===== src/rtl/pulse_sequencer_pkg.sv =====
// rtl/pulse_sequencer_pkg.sv - shared state, segment and reset definitions for pulse_sequencer
package pulse_sequencer_pkg;

  typedef enum logic [1:0] {
    IDLE  = 2'd0,
    ARMED = 2'd1,
    RUN   = 2'd2
  } state_t;

  localparam int SEG_WIDTH_W  = 8;
  localparam int SEG_PERIOD_W = 16;
  localparam int SEG_COUNT_W  = 16;

  typedef struct packed {
    logic [SEG_WIDTH_W-1:0]  width;
    logic [SEG_PERIOD_W-1:0] period;
    logic [SEG_COUNT_W-1:0]  count;
  } seg_t;

  localparam logic [SEG_WIDTH_W-1:0]  RST_WIDTH  = '0;
  localparam logic [SEG_PERIOD_W-1:0] RST_PERIOD = SEG_PERIOD_W'(2);

  // A programmed count of zero still emits one pulse.
  function automatic logic [SEG_COUNT_W-1:0] eff_count(input logic [SEG_COUNT_W-1:0] c);
    return (c == '0) ? SEG_COUNT_W'(1) : c;
  endfunction

endpackage


===== src/rtl/pulse_segment_table.sv =====
// rtl/pulse_segment_table.sv - segment register file, synchronous write, asynchronous reads
module pulse_segment_table
  import pulse_sequencer_pkg::*;
#(
  parameter int N_SEGMENTS = 4,
  localparam int SEG_AW = $clog2(N_SEGMENTS)
) (
  input  logic                    clk,
  input  logic                    wr_en_i,
  input  logic [SEG_AW-1:0]       wr_addr_i,
  input  seg_t                    wr_data_i,
  input  logic [SEG_AW-1:0]       rd_addr_a_i,
  output logic [SEG_COUNT_W-1:0]  rd_count_a_o,
  input  logic [SEG_AW-1:0]       rd_addr_b_i,
  output logic [SEG_WIDTH_W-1:0]  rd_width_b_o,
  output logic [SEG_PERIOD_W-1:0] rd_period_b_o
);

  seg_t mem_q [N_SEGMENTS];

  always_ff @(posedge clk) begin
    if (wr_en_i) begin
      mem_q[wr_addr_i] <= wr_data_i;
    end
  end

  // Port A serves the running segment's count, port B the segment about to be loaded.
  assign rd_count_a_o  = mem_q[rd_addr_a_i].count;
  assign rd_width_b_o  = mem_q[rd_addr_b_i].width;
  assign rd_period_b_o = mem_q[rd_addr_b_i].period;

endmodule


===== src/rtl/pulse_sequencer.sv =====
// rtl/pulse_sequencer.sv - runs a pulse_generator through a list of width/period/count segments
// Optional list looping is enabled by defining PULSE_SEQUENCER_LOOP_EN.
module pulse_sequencer
  import pulse_sequencer_pkg::*;
#(
  parameter int PULSE_WIDTH_WIDTH  = SEG_WIDTH_W,
  parameter int PULSE_PERIOD_WIDTH = SEG_PERIOD_W,
  parameter int COUNT_WIDTH        = SEG_COUNT_W,
  parameter int N_SEGMENTS         = 4,
  localparam int SEG_AW = $clog2(N_SEGMENTS)
) (
  input  logic                          clk,
  input  logic                          rst,
  input  logic                          cfg_wr,
  input  logic [SEG_AW-1:0]             cfg_addr,
  input  logic [PULSE_WIDTH_WIDTH-1:0]  cfg_width,
  input  logic [PULSE_PERIOD_WIDTH-1:0] cfg_period,
  input  logic [COUNT_WIDTH-1:0]        cfg_count,
  input  logic [SEG_AW-1:0]             cfg_last,
  input  logic                          arm,
  input  logic                          trigger,
  input  logic                          abort,
`ifdef PULSE_SEQUENCER_LOOP_EN
  input  logic                          loop,
`endif
  input  logic                          gen_start,
  output logic [PULSE_WIDTH_WIDTH-1:0]  gen_pulse_width,
  output logic [PULSE_PERIOD_WIDTH-1:0] gen_pulse_period,
  output logic                          gen_rst,
  output logic                          busy,
  output logic                          done,
  output logic [SEG_AW-1:0]             seg_idx,
  output logic [COUNT_WIDTH-1:0]        pulse_cnt
);

  state_t                        state_q;
  logic [SEG_AW-1:0]             seg_idx_q, last_q, seg_nxt;
  logic [COUNT_WIDTH-1:0]        pulse_cnt_q;
  logic [PULSE_WIDTH_WIDTH-1:0]  width_q;
  logic [PULSE_PERIOD_WIDTH-1:0] period_q;
  logic                          gen_rst_q, busy_q, done_q;
  logic                          loop_act, seg_end;
  logic [COUNT_WIDTH-1:0]        cur_count;
  logic [PULSE_WIDTH_WIDTH-1:0]  nxt_width;
  logic [PULSE_PERIOD_WIDTH-1:0] nxt_period;
  logic [SEG_AW-1:0]             rd_b_addr;

`ifdef PULSE_SEQUENCER_LOOP_EN
  assign loop_act = loop;
`else
  assign loop_act = 1'b0;
`endif

  assign seg_end   = (seg_idx_q == last_q);
  assign seg_nxt   = seg_end ? '0 : seg_idx_q + 1'b1;
  // Before the run starts the next segment to load is always entry 0.
  assign rd_b_addr = (state_q == RUN) ? seg_nxt : '0;

  pulse_segment_table #(
    .N_SEGMENTS(N_SEGMENTS)
  ) u_table (
    .clk          (clk),
    .wr_en_i      (cfg_wr && (state_q == IDLE)),
    .wr_addr_i    (cfg_addr),
    .wr_data_i    ('{width: cfg_width, period: cfg_period, count: cfg_count}),
    .rd_addr_a_i  (seg_idx_q),
    .rd_count_a_o (cur_count),
    .rd_addr_b_i  (rd_b_addr),
    .rd_width_b_o (nxt_width),
    .rd_period_b_o(nxt_period)
  );

  always_ff @(posedge clk or posedge rst) begin
    if (rst) begin
      state_q     <= IDLE;
      seg_idx_q   <= '0;
      last_q      <= '0;
      pulse_cnt_q <= '0;
      width_q     <= RST_WIDTH;
      period_q    <= RST_PERIOD;
      gen_rst_q   <= 1'b0;
      busy_q      <= 1'b0;
      done_q      <= 1'b0;
    end else begin
      gen_rst_q <= 1'b0;
      done_q    <= 1'b0;
      if (abort) begin
        state_q     <= IDLE;
        busy_q      <= 1'b0;
        width_q     <= RST_WIDTH;
        seg_idx_q   <= '0;
        pulse_cnt_q <= '0;
      end else begin
        case (state_q)
          IDLE: begin
            if (arm) begin
              state_q <= ARMED;
              busy_q  <= 1'b1;
            end
          end
          ARMED: begin
            if (trigger) begin
              state_q     <= RUN;
              last_q      <= cfg_last;
              seg_idx_q   <= '0;
              pulse_cnt_q <= '0;
              width_q     <= nxt_width;
              period_q    <= nxt_period;
              gen_rst_q   <= 1'b1;
            end
          end
          RUN: begin
            // A start seen while the generator is being restarted belongs to the old train.
            if (gen_start && !gen_rst_q) begin
              if (pulse_cnt_q < eff_count(cur_count)) begin
                pulse_cnt_q <= pulse_cnt_q + 1'b1;
              end else if (seg_end && !loop_act) begin
                state_q <= IDLE;
                busy_q  <= 1'b0;
                width_q <= RST_WIDTH;
                done_q  <= 1'b1;
              end else begin
                seg_idx_q   <= seg_nxt;
                width_q     <= nxt_width;
                period_q    <= nxt_period;
                pulse_cnt_q <= COUNT_WIDTH'(1);
              end
            end
          end
          default: begin
            state_q <= IDLE;
            busy_q  <= 1'b0;
          end
        endcase
      end
    end
  end

  assign gen_pulse_width  = width_q;
  assign gen_pulse_period = period_q;
  assign gen_rst          = gen_rst_q;
  assign busy             = busy_q;
  assign done             = done_q;
  assign seg_idx          = seg_idx_q;
  assign pulse_cnt        = pulse_cnt_q;

endmodule


===== config.mk =====
export PLATFORM = sky130hd
export DESIGN_NAME = pulse_sequencer
export DESIGN_NICKNAME = d
export VERILOG_FILES = /design/src/rtl/pulse_sequencer_pkg.sv /design/src/rtl/pulse_segment_table.sv /design/src/rtl/pulse_sequencer.sv
export SDC_FILE = /design/constraint.sdc
export NUM_CORES = 1
export LEC_CHECK = 0
export CAP_MARGIN = 10
export CORE_AREA = 2 2 128 130
export DETAILED_ROUTE_END_ITERATION = 10
export DIE_AREA = 0 0 130 132
export HOLD_SLACK_MARGIN = 0.02
export PLACE_DENSITY = 0.8
export SLEW_MARGIN = 10
export SYNTH_ARGS = -nofsm -noshare
export SYNTH_HDL_FRONTEND = slang
export SYNTH_SLANG_ARGS = --single-unit

===== constraint.sdc =====
create_clock -name clk -period 5.44 [get_ports clk]
set_input_delay 1.088 -clock clk [delete_from_list [all_inputs] [get_ports clk]]
set_output_delay 1.088 -clock clk [all_outputs]
set_load 0.02 [all_outputs]

# Word level (Yosys, flattened, before mapping)
# Memory sizes are Yosys's and may differ from the RTL's.
# Cells that the tools add are included.
totals:
  mem_count: 1
  regBits: 49
  output_inout_bits: 45
  input_bits: 51
  ram_bits: 160
  wordCells: 92
op_classes:
  n_eq_ne: 15
  mux: 49
  n_reduce_logical: 14
  order_cmp: 1
  addsub: 2
  n_bitwise: 1
mem_list:
  columns: ["memory", "words", "word_bits", "rd", "rd_ports_with_merged_regs", "write_ports", "line_no", "text"]
  rows:
  - ["u_table.mem_q", 4, 40, 2, 0, 1, "pulse_segment_table.sv:19", "seg_t mem_q [N_SEGMENTS];"]
op_table:
  columns: ["operator", "n"]
  rows:
  - ["two-way mux 16 bit", 10]
  - ["one-hot mux 16 bit (2 select lines)", 2]
  - ["two-way mux 8 bit", 5]
  - ["two-way mux 2 bit", 13]
  - ["adder 16 x 1 -> 16 bit, second input constant", 1]
  - ["logical NOT 16 bit", 1]
  - ["< comparator 16 bit", 1]
  - ["one-hot mux 8 bit (2 select lines)", 1]
  - ["two-way mux 1 bit", 15]
  - ["inequality test 3 bit, second input constant", 5]
  - ["AND reduction 5 bit", 3]
  - ["inequality test 2 bit, second input constant", 4]
  - ["AND reduction 4 bit", 2]
  - ["one-hot mux 2 bit (3 select lines)", 1]
  - ["AND reduction 6 bit", 1]
  - ["inequality test 4 x 3 -> 1 bit, second input constant", 1]
  - ["one-hot mux 2 bit (2 select lines)", 1]
  - ["inequality test 3 x 2 -> 1 bit, second input constant", 1]
  - ["one-hot mux 1 bit (3 select lines)", 1]
  - ["AND reduction 3 bit", 1]
  - ["nonzero test 3 bit", 1]
  - ["adder 2 x 1 -> 2 bit, second input constant", 1]
  - ["== test 2 x 1 -> 1 bit, second input constant", 1]
  - ["== test 2 bit", 1]
  - ["other kinds (7)", 8]

# Longest topological paths before layout
# Gate-level depths: netlist (run 1).
# An unclocked memory read counts as a cell.
depth:
  word_depth: 9
  mapped_depth: 12

# Cells and area by module
# From an unflattened synthesis (run 1), not the netlist that was laid out.
hier_totals:
  hier_cells: 512
  hier_area_um2: 8843.5
by_module_without_submodules:
  columns: ["mod", "area_per_inst_um2", "seq_area_each_um2", "cells_each", "instances"]
  rows:
  - ["pulse_segment_table", 5880.6, 4804.6, 214, 1]
  - ["pulse_sequencer", 2962.8, 1227.4, 298, 1]

# Worst setup path before layout (run 1)
# No wires, ideal clock.
synth_timing:
  kind: "input to register"
  from: "in cfg_wr"
  to: "mem u_table.mem_q[0][0] (netlist bit) (enable)"
  arrival_ps: 4384
  t_required_ps: 4944
  path_buffers: 0
  cell_stages: 2
  path_slack_ps: 560
  path_cell_list: "nor3b_1 -> nor3b_1"
synth_between:
  elab_chain_len: 3
synth_lines:
  columns: ["element", "line_no", "text"]
  rows:
  - ["start: declaration", "pulse_sequencer.sv:14", "input logic cfg_wr,"]
  - ["logical AND 1 bit", "pulse_sequencer.sv:63", ".wr_en_i (cfg_wr && (state_q == IDLE)),"]
  - ["two-way mux 1 bit", "pulse_segment_table.sv:22", "if (wr_en_i) begin"]
  - ["two-way mux 1 bit (not written as such)", "pulse_segment_table.sv:23", "mem_q[wr_addr_i] <= wr_data_i;"]
  - ["end: declaration", "pulse_segment_table.sv:19", null]
# No other way between the ends.

# Worst setup path in the final report (run 1)
layout_timing:
  from: "reg seg_idx_q[0] (netlist: seg_idx[0])"
  to: "reg period_q[6] (netlist: gen_pulse_period[6])"
layout_between:
  elab_chain_len: 8
layout_lines:
  columns: ["element", "line_no", "text"]
  rows:
  - ["start: declaration", "pulse_sequencer.sv:37", "logic [SEG_AW-1:0] seg_idx_q, last_q, seg_nxt;"]
  - ["start signal: assignment", "pulse_sequencer.sv:123", "seg_idx_q <= seg_nxt;"]
  - ["branches (longest 8 deep; another with memory read (4 x 40 bit))", null, null]
  - ["end signal: assignment", "pulse_sequencer.sv:108", "period_q <= nxt_period;"]
  - ["end signal: assignment", "pulse_sequencer.sv:125", "period_q <= nxt_period;"]
  - ["end: declaration", "pulse_sequencer.sv:40", "logic [PULSE_PERIOD_WIDTH-1:0] period_q;"]
# Parallel ways; which one is timed is not known. The select of a mux whose other input is x is not followed.
# A chain may end at the register's enable or synchronous reset.

==> impl_summary.log, run 1 <==
INFO  metric initial_utilization = 0.554
INFO  metric grt_antenna_before_repair = 0
INFO  metric synthDominantCellAreaShare = 0.552
INFO  metric final_nets = 730
INFO  metric worst_path_dominant_cell_family = compound AO/OA/AOI/OAI gates
INFO  metric grt_pass1_vias = 5,429
INFO  metric post-route-period-util = 0.814
INFO  metric asyncSetResetFlopFracSynth = 0.234
INFO  metric die_x = 130 um
INFO  metric ctsLongestPathBuffers = 3
INFO  metric clock_tree_from_tritoncts = built
INFO  metric synth-main-ff-cell = sky130_fd_sc_hd__edfxtp_1
INFO  metric worst_case_headroom_to_the_max_slew_limit = 0.266
INFO  metric ir_worst_vdd = 0.309 mV
INFO  metric max_slew.worst_pin.slew = 1.10 ns
INFO  metric clkSlewWorstSetupHoldPaths = 0.06 ns
INFO  metric grt_max_degree = 57
INFO  metric synth_common_cells = sky130_fd_sc_hd__edfxtp_1 (160), sky130_fd_sc_hd__dfrtp_1 (48), sky130_fd_sc_hd__nand2_1 (48)
INFO  metric tritoncts.num_buffers = 21
INFO  metric antenna_cells = 0
INFO  metric synth.distinct_cells = 51
INFO  metric ys_seq_elements = 209
INFO  metric cts-resized-gates = 0
INFO  metric drive_gt1_frac = 0.142
INFO  metric r2r_end = gen_pulse_period[6]$_DFFE_PP0P_
INFO  metric cp_cell_sequence = buf_4 > mux4_2 > inv_1 > ha_1 > a21oi_1 > o21ai_0 > o21ai_0 > o221ai_2 > a31oi_4 > mux2_1
INFO  metric pwr_density_cell = 348 nW/um^2
INFO  metric globalRouteOverflowTotal = 0
INFO  metric outcome = completed
INFO  metric clock_sink_count = 209
INFO  metric post_drt_wl_per_cell = 21.1 um
INFO  metric placement.setup.worst_slack = 1.07 ns
INFO  metric setup_viol_count_final = 0
INFO  metric final_critical_path_setup_slack = 1.01 ns
INFO  metric grtUsageTotal = 0.225
INFO  metric hold_path_end = gen_pulse_period[0]$_DFFE_PP0P_
INFO  metric worst_path_max_delay_cell = sky130_fd_sc_hd__dfrtp_1
INFO  metric drt_drc_violations_left = 0
INFO  metric routability_congestion_estimate = 0.866
INFO  metric post_cts_buffers = 0
INFO  metric synth.area.top_cells = sky130_fd_sc_hd__edfxtp_1 (55%), sky130_fd_sc_hd__dfrtp_1 (14%), sky130_fd_sc_hd__mux4_2 (6.2%)
INFO  metric crit_type = flop to flop
INFO  metric critPathRequiredTime = 5.81 ns
INFO  metric via_per_inst = 5.95
INFO  metric areaGrowthSynthToFinish = 21.3%
INFO  metric syn-instance-count = 565
INFO  metric htree_levels = 1
INFO  metric cts.root.buffer_cell = sky130_fd_sc_hd__clkbuf_16
INFO  metric cts_hold_buf = 0
INFO  metric hold_path.startpoint = gen_pulse_period[0]$_DFFE_PP0P_
INFO  metric die_h = 132 um
INFO  metric slew_violations = 0
INFO  metric die-area = 17,200 sq um
INFO  metric finalClockSkew = 0.00894 ns
INFO  metric io_buffers = 95
INFO  metric mappedNetlistNets = 632
INFO  metric routed-via-count = 5,319
INFO  metric antenna_left = 0
INFO  metric netlist_area = 8700 sq um
INFO  metric first_pass_iters = 7
INFO  metric reg2reg_setup_slack = 1.01 ns
INFO  metric timing.critical_path.slowest_cell_delay = 0.98 ns
INFO  metric unrepaired_setup_endpoints_after_global_routing = no
INFO  metric clk_latency_worst_skew_pair = 0.50 ns
INFO  metric leakagePower = 3.71 nW
INFO  metric synth.yosys.warnings = 0
INFO  metric timing.critical_path.arrival = 4.80 ns
INFO  metric critPathLaunchType = flop
INFO  metric worst_setup_path_end_kind = flop
INFO  metric synth-edff-count = 160
INFO  metric core_area = 15,700 sq um
INFO  metric final.setup.tns = 0 ns
INFO  metric synth_seq_area_share = 0.693
INFO  metric timing.final.crit_period = 4.43 ns
INFO  metric setup.worst_path.start = seg_idx[0]$_DFFE_PP0P_
INFO  metric first_iter_violations = 523
INFO  metric floorplan.rows = 46
INFO  metric critical_path.n_buffers_inverters = 2
INFO  metric worst_hold_path_type = flop to flop
INFO  metric cap_viol_max_count = 0
INFO  metric grt_pass1_wl = 29,900 um
INFO  metric num-fill-cells = 1,024
INFO  metric crit_path_frequent_cell = sky130_fd_sc_hd__o21ai_0
INFO  metric reg2reg_depth = 10
INFO  metric worst_flop_to_flop_path_startpoint = seg_idx[0]$_DFFE_PP0P_
INFO  metric min_delay_path_depth = 1
INFO  metric synth_most_common_cell = sky130_fd_sc_hd__edfxtp_1
INFO  metric fmax_achieved = 226 MHz
INFO  metric worst-path-max-fanout = 18
INFO  metric synth_area_per_cell = 15.4 sq um
INFO  metric finalHoldViolCount = 0
INFO  metric wirelength = 18,800 um
INFO  metric dp_hpwl = 11,400 um
INFO  metric top_level_ports = 96
INFO  metric yosys.area.top_type = sky130_fd_sc_hd__edfxtp_1
report_power, final:
part | internal, W | switching (W)
Sequential | 0.00182 | 0.0000592
Combinational | 0.000196 | 0.000217
Clock | 0.000791 | 0.000587
cells by family after synthesis:
kind of cell / Yosys count / share of synthesized area
adders and majority gates: 16 / 0.0230
and+or+nand+nor: 140 / 0.0814
xor gates and xnor gates: 3 / 0.00302
DFF: 209 / 0.693
muxes: 50 / 0.0958
AOI/OAI and AO/OA: 95 / 0.0775
buffers and inverters: 52 / 0.0257
state kept, by name (all words and copies together), names as in the netlist:
signal	flops
last_q	2
u_table.mem_q	160
state_q	2
done	1
pulse_cnt	16
busy	1
gen_pulse_width	8
gen_pulse_period	16
gen_rst	1
seg_idx	2
cell usage in the layout, fill, tap and decap left out, types with 4 or more instances in the layout:
| master | n |
|---|---|
| sky130_fd_sc_hd__ha_1 | 16 |
| sky130_fd_sc_hd__nand2_1 | 48 |
| sky130_fd_sc_hd__a2bb2oi_1 | 6 |
| sky130_fd_sc_hd__mux2_1 | 7 |
| sky130_fd_sc_hd__a21oi_1 | 6 |
| sky130_fd_sc_hd__mux2_2 | 19 |
| sky130_fd_sc_hd__mux4_2 | 24 |
| sky130_fd_sc_hd__o21ai_0 | 8 |
| sky130_fd_sc_hd__inv_1 | 24 |
| sky130_fd_sc_hd__a211oi_1 | 16 |
| sky130_fd_sc_hd__nand4_1 | 4 |
| sky130_fd_sc_hd__a31oi_1 | 38 |
| sky130_fd_sc_hd__clkdlybuf4s50_1 | 95 |
| sky130_fd_sc_hd__nor4_1 | 5 |
| sky130_fd_sc_hd__buf_4 | 7 |
| sky130_fd_sc_hd__nor2b_1 | 27 |
| sky130_fd_sc_hd__nor2_1 | 11 |
| sky130_fd_sc_hd__nand3_1 | 9 |
| sky130_fd_sc_hd__dfrtp_1 | 48 |
| sky130_fd_sc_hd__clkinv_2 | 4 |
| sky130_fd_sc_hd__clkbuf_16 | 21 |
| sky130_fd_sc_hd__nor3_1 | 9 |
| sky130_fd_sc_hd__or3_1 | 9 |
| sky130_fd_sc_hd__edfxtp_1 | 160 |
metal layers:
metal / GRT usage / wire length [um] / vias to the layer above / share of wire
met5: 0 / 0 / - / 0
met4: 0.0621 / 418 / 0 / 0.022
met3: 0.0381 / 1100 / 41 / 0.058
met2: 0.373 / 9310 / 196 / 0.49
met1: 0.311 / 8010 / 2694 / 0.43
li1: - / - / 2388 / -
metrics by stage:
stage | std cells | hold WS, ns | instance area (sq um) | util | total power [W]
2_1_floorplan | 565 | 0.495 | 8700 | - | 0.00210
3_3_place_gp | 856 | 0.490 | 9880 | 0.629 | 0.00231
3_5_place_dp | 856 | 0.489 | 9880 | 0.629 | 0.00232
4_1_cts | 894 | 0.498 | 10500 | 0.671 | 0.00370
5_1_grt | 894 | 0.519 | 10600 | 0.671 | 0.00380
6_report | 894 | 0.500 | 10600 | 0.671 | 0.00367
worst max-delay path by stage:
stage / endpoint / slack [ns] / cells after the start
4_1_cts: gen_pulse_period[6]$_DFFE_PP0P_ / 0.99 / 10
3_5_place_dp: gen_pulse_period[10]$_DFFE_PP0P_ / 1.07 / 10
6_report: gen_pulse_period[6]$_DFFE_PP0P_ / 1.01 / 10
5_1_grt: gen_pulse_period[6]$_DFFE_PP0P_ / 0.71 / 10
3_3_place_gp: gen_pulse_period[7]$_DFFE_PP0P_ / 1.20 / 10
2_1_floorplan: u_table.mem_q[0][0]$_DFFE_PP_ / 0.56 / 2
final cells by class:
class,count,area (sq um),area share
Tap cell,216,270,0.0256
Inverter,25,93.8,0.00889
Clock inverter,12,98.8,0.00937
Clock buffer,26,564,0.0535
Multi-Input combinational cell,304,2490,0.236
Timing Repair Buffer,102,1000,0.0951
Sequential cell,209,6030,0.572
(Power assumes the default switching activity.)
==> inputs of run 2 (changes only) <==
==> constraint.sdc (replaced) <==
create_clock -name clk -period 4.2 [get_ports clk]
set_input_delay 0.84 -clock clk [delete_from_list [all_inputs] [get_ports clk]]
set_output_delay 0.84 -clock clk [all_outputs]
set_load 0.02 [all_outputs]
==> run 2 against run 1 <==
  * Combinational power grew 30%
  * Critical endpoint is now pulse_cnt[2]$_DFFE_PP0P_
  * Worst hold slack lost 0.0043 ns
  * Clock skew is essentially flat
  * Critical path type unchanged
  * Utilization grew 0.70 points
==> impl_summary.log, run 2 (synthesized netlist as in run 1, its figures left out) <==
INFO  metric cts.root.buffer_cell = sky130_fd_sc_hd__clkbuf_16
INFO  metric antenna_cells = 0 (unchanged)
INFO  metric core_area = 15,700 sq um (unchanged)
INFO  metric die_h = 132 um (unchanged)
INFO  metric pwr_density_cell = 454 nW/um^2 (+30%)
INFO  metric htree_levels = 1 (unchanged)
INFO  metric worst_path_dominant_cell_family = compound AO/OA/AOI/OAI gates
INFO  metric worst_setup_path_end_kind = flop
INFO  metric dp_hpwl = 11,600 um (+1.7%)
INFO  metric timing.final.crit_period = 3.84 ns (-0.589 ns)
INFO  metric finalClockSkew = 0.00879 ns (-0.000151 ns)
INFO  metric areaGrowthSynthToFinish = 22.6%
INFO  metric worst_case_headroom_to_the_max_slew_limit = 0.516 (+0.250)
INFO  metric leakagePower = 3.78 nW (+1.9%)
INFO  metric first_pass_iters = 5 (-2)
INFO  metric clock_sink_count = 209 (unchanged)
INFO  metric ctsLongestPathBuffers = 3 (unchanged)
INFO  metric critical_path.n_buffers_inverters = 3 (+1)
INFO  metric crit_path_frequent_cell = sky130_fd_sc_hd__buf_4
INFO  metric floorplan.rows = 46 (unchanged)
INFO  metric globalRouteOverflowTotal = 0 (unchanged)
INFO  metric post_cts_buffers = 0 (unchanged)
INFO  metric clkSlewWorstSetupHoldPaths = 0.06 ns (about the same)
INFO  metric placement_stage_cell_area = 9940 sq um (+0.60%)
INFO  metric worst_hold_path_type = flop to flop
INFO  metric finalHoldViolCount = 0 (unchanged)
INFO  metric post_drt_wl_per_cell = 20.3 um (-3.7%)
INFO  metric grtUsageTotal = 0.221 (-0.00422)
INFO  metric num-fill-cells = 1,031 (+0.68%)
INFO  metric die_x = 130 um (unchanged)
INFO  metric wirelength = 18,300 um (-2.9%)
INFO  metric clk_latency_worst_skew_pair = 0.49 ns (about the same)
INFO  metric final.setup.tns = 0 ns (unchanged)
INFO  metric tritoncts.num_buffers = 21 (unchanged)
INFO  metric timing.critical_path.arrival = 4.16 ns (-0.64 ns)
INFO  metric reg2reg_depth = 11 (+1)
INFO  metric final_common_cell = sky130_fd_sc_hd__edfxtp_1
INFO  metric setup_viol_count_final = 0 (unchanged)
INFO  metric post-route-period-util = 0.914 (+0.0999)
INFO  metric crit_type = flop to flop
INFO  metric layout_common_cells = sky130_fd_sc_hd__edfxtp_1 (160), sky130_fd_sc_hd__clkdlybuf4s50_1 (95), sky130_fd_sc_hd__nand2_1 (48), sky130_fd_sc_hd__dfrtp_1 (48), sky130_fd_sc_hd__a31oi_1 (38)
INFO  metric worst-path-stages = 11 (+1)
INFO  metric final_cell_area = 10,700 sq um (+1.0%)
INFO  metric grt_antenna_before_repair = 0 (unchanged)
INFO  metric cap_viol_max_count = 0 (unchanged)
INFO  metric top_level_ports = 96 (unchanged)
INFO  metric io_buffers = 95 (unchanged)
INFO  metric placedCellCount = 863 (+0.82%)
INFO  metric fmax_achieved = 261 MHz (+15%)
INFO  metric initial_utilization = 0.554 (unchanged)
INFO  metric cts_hold_buf = 0 (unchanged)
INFO  metric first_iter_violations = 420 (-20%)
INFO  metric cts-resized-gates = 0 (unchanged)
INFO  metric routability_congestion_estimate = 0.930 (+7.4%)
INFO  metric slew_violations = 0 (unchanged)
INFO  metric grt_pass1_vias = 5,528 (+1.8%)
INFO  metric worst_path_max_delay_cell = sky130_fd_sc_hd__dfrtp_1
INFO  metric max_slew.worst_pin.slew = 0.724 ns (-0.377 ns)
INFO  metric min_delay_path_depth = 1 (unchanged)
INFO  metric unrepaired_setup_endpoints_after_global_routing = no
INFO  metric cp_cell_sequence = buf_4 > mux4_2 > inv_1 > ha_1 > o21ai_0 > a21oi_1 > o22ai_1 > o221ai_2 > buf_4 > a31oi_2 > a31oi_1
INFO  metric instances_no_fill = 902 (+0.89%)
INFO  metric registers.top_by_ff_count = u_table.mem_q
INFO  metric critPathLaunchType = flop
INFO  metric ir_worst_vdd = 0.374 mV (+21%)
INFO  metric via_per_inst = 5.83 (-1.9%)
INFO  metric grt_max_degree = 57 (unchanged)
INFO  metric worst-path-max-fanout = 17 (-1)
INFO  metric final_nets = 738 (+1.1%)
INFO  metric grt_pass1_wl = 29,500 um (-1.2%)
INFO  metric largest_register_ff_count = 160 (unchanged)
INFO  metric drt_drc_violations_left = 0 (unchanged)
INFO  metric outcome = completed
INFO  metric die-area = 17,200 sq um (unchanged)
INFO  metric routed-via-count = 5,263 (-1.1%)
INFO  metric critPathRequiredTime = 4.53 ns (-1.28 ns)
INFO  metric timing.critical_path.slowest_cell_delay = 0.73 ns (-0.25 ns)
INFO  metric drive_gt1_frac = 0.147 (+0.00564)
INFO  metric antenna_left = 0 (unchanged)
INFO  metric clock_tree_from_tritoncts = built
INFO  metric reg2reg_setup_slack = 0.36 ns (-0.65 ns)
[run 2: final cells by class]
type / count / area [sq um] / area share
clock buffer: 26 / 564 / 0.0529
sequential: 209 / 6030 / 0.566
timing repair buffer: 110 / 1080 / 0.101
tap: 216 / 270 / 0.0254
multi-input combinational: 304 / 2490 / 0.233
clock inverter: 12 / 136 / 0.0128
inverter: 25 / 93.8 / 0.00880
[run 2: path summary, 6_finish.rpt]
| check | startpoint | endpoint |
|---|---|---|
| max | seg_idx[0]$_DFFE_PP0P_ | pulse_cnt[2]$_DFFE_PP0P_ |
| min | gen_pulse_period[3]$_DFFE_PP0P_ | gen_pulse_period[3]$_DFFE_PP0P_ |
| max reg2reg | seg_idx[0]$_DFFE_PP0P_ | pulse_cnt[2]$_DFFE_PP0P_ |
| min reg2reg | gen_pulse_period[3]$_DFFE_PP0P_ | gen_pulse_period[3]$_DFFE_PP0P_ |
| max in group asynchronous | rst | pulse_cnt[7]$_DFFE_PP0P_ |
| min in group asynchronous | rst | gen_pulse_width[5]$_DFFE_PP0P_ |
[run 2: metrics by stage]
stage / hold slack, ns / power, W / util / setup WS [ns]
after global routing: 0.515 / 0.00503 / 0.678 / 0.0582
after detailed placement: 0.489 / 0.00301 / 0.633 / 0.380
final: 0.495 / 0.00484 / 0.678 / 0.363
after global placement: 0.488 / 0.00299 / 0.633 / 0.492
after floorplan: 0.495 / 0.00273 / - / 0.788
after CTS: 0.503 / 0.00487 / 0.677 / 0.349
[run 2: layer usage]
layer / track usage / up-vias / wire, um
met5: 0 / - / 0
met4: 0.0508 / 0 / 218
met1: 0.316 / 2676 / 7870
met3: 0.0406 / 20 / 1180
met2: 0.359 / 172 / 9030
li1: - / 2395 / -
[run 2: worst reg2reg max path: stages, from the launching register on]
cell	delay, ns
sky130_fd_sc_hd__dfrtp_1	0.73
sky130_fd_sc_hd__buf_4	0.30
sky130_fd_sc_hd__mux4_2	0.53
sky130_fd_sc_hd__inv_1	0.07
sky130_fd_sc_hd__ha_1	0.24
sky130_fd_sc_hd__o21ai_0	0.16
sky130_fd_sc_hd__a21oi_1	0.09
sky130_fd_sc_hd__o22ai_1	0.29
sky130_fd_sc_hd__o221ai_2	0.19
sky130_fd_sc_hd__buf_4	0.23
sky130_fd_sc_hd__a31oi_2	0.63
sky130_fd_sc_hd__a31oi_1	0.21
[run 2: power breakdown]
group / total [W] / leakage (nW) / switching, W / internal [W]
combinational: 0.000536 / 1.34 / 0.000280 / 0.000257
clock: 0.00187 / 0.344 / 0.000733 / 0.00114
sequential: 0.00243 / 2.09 / 0.0000714 / 0.00236
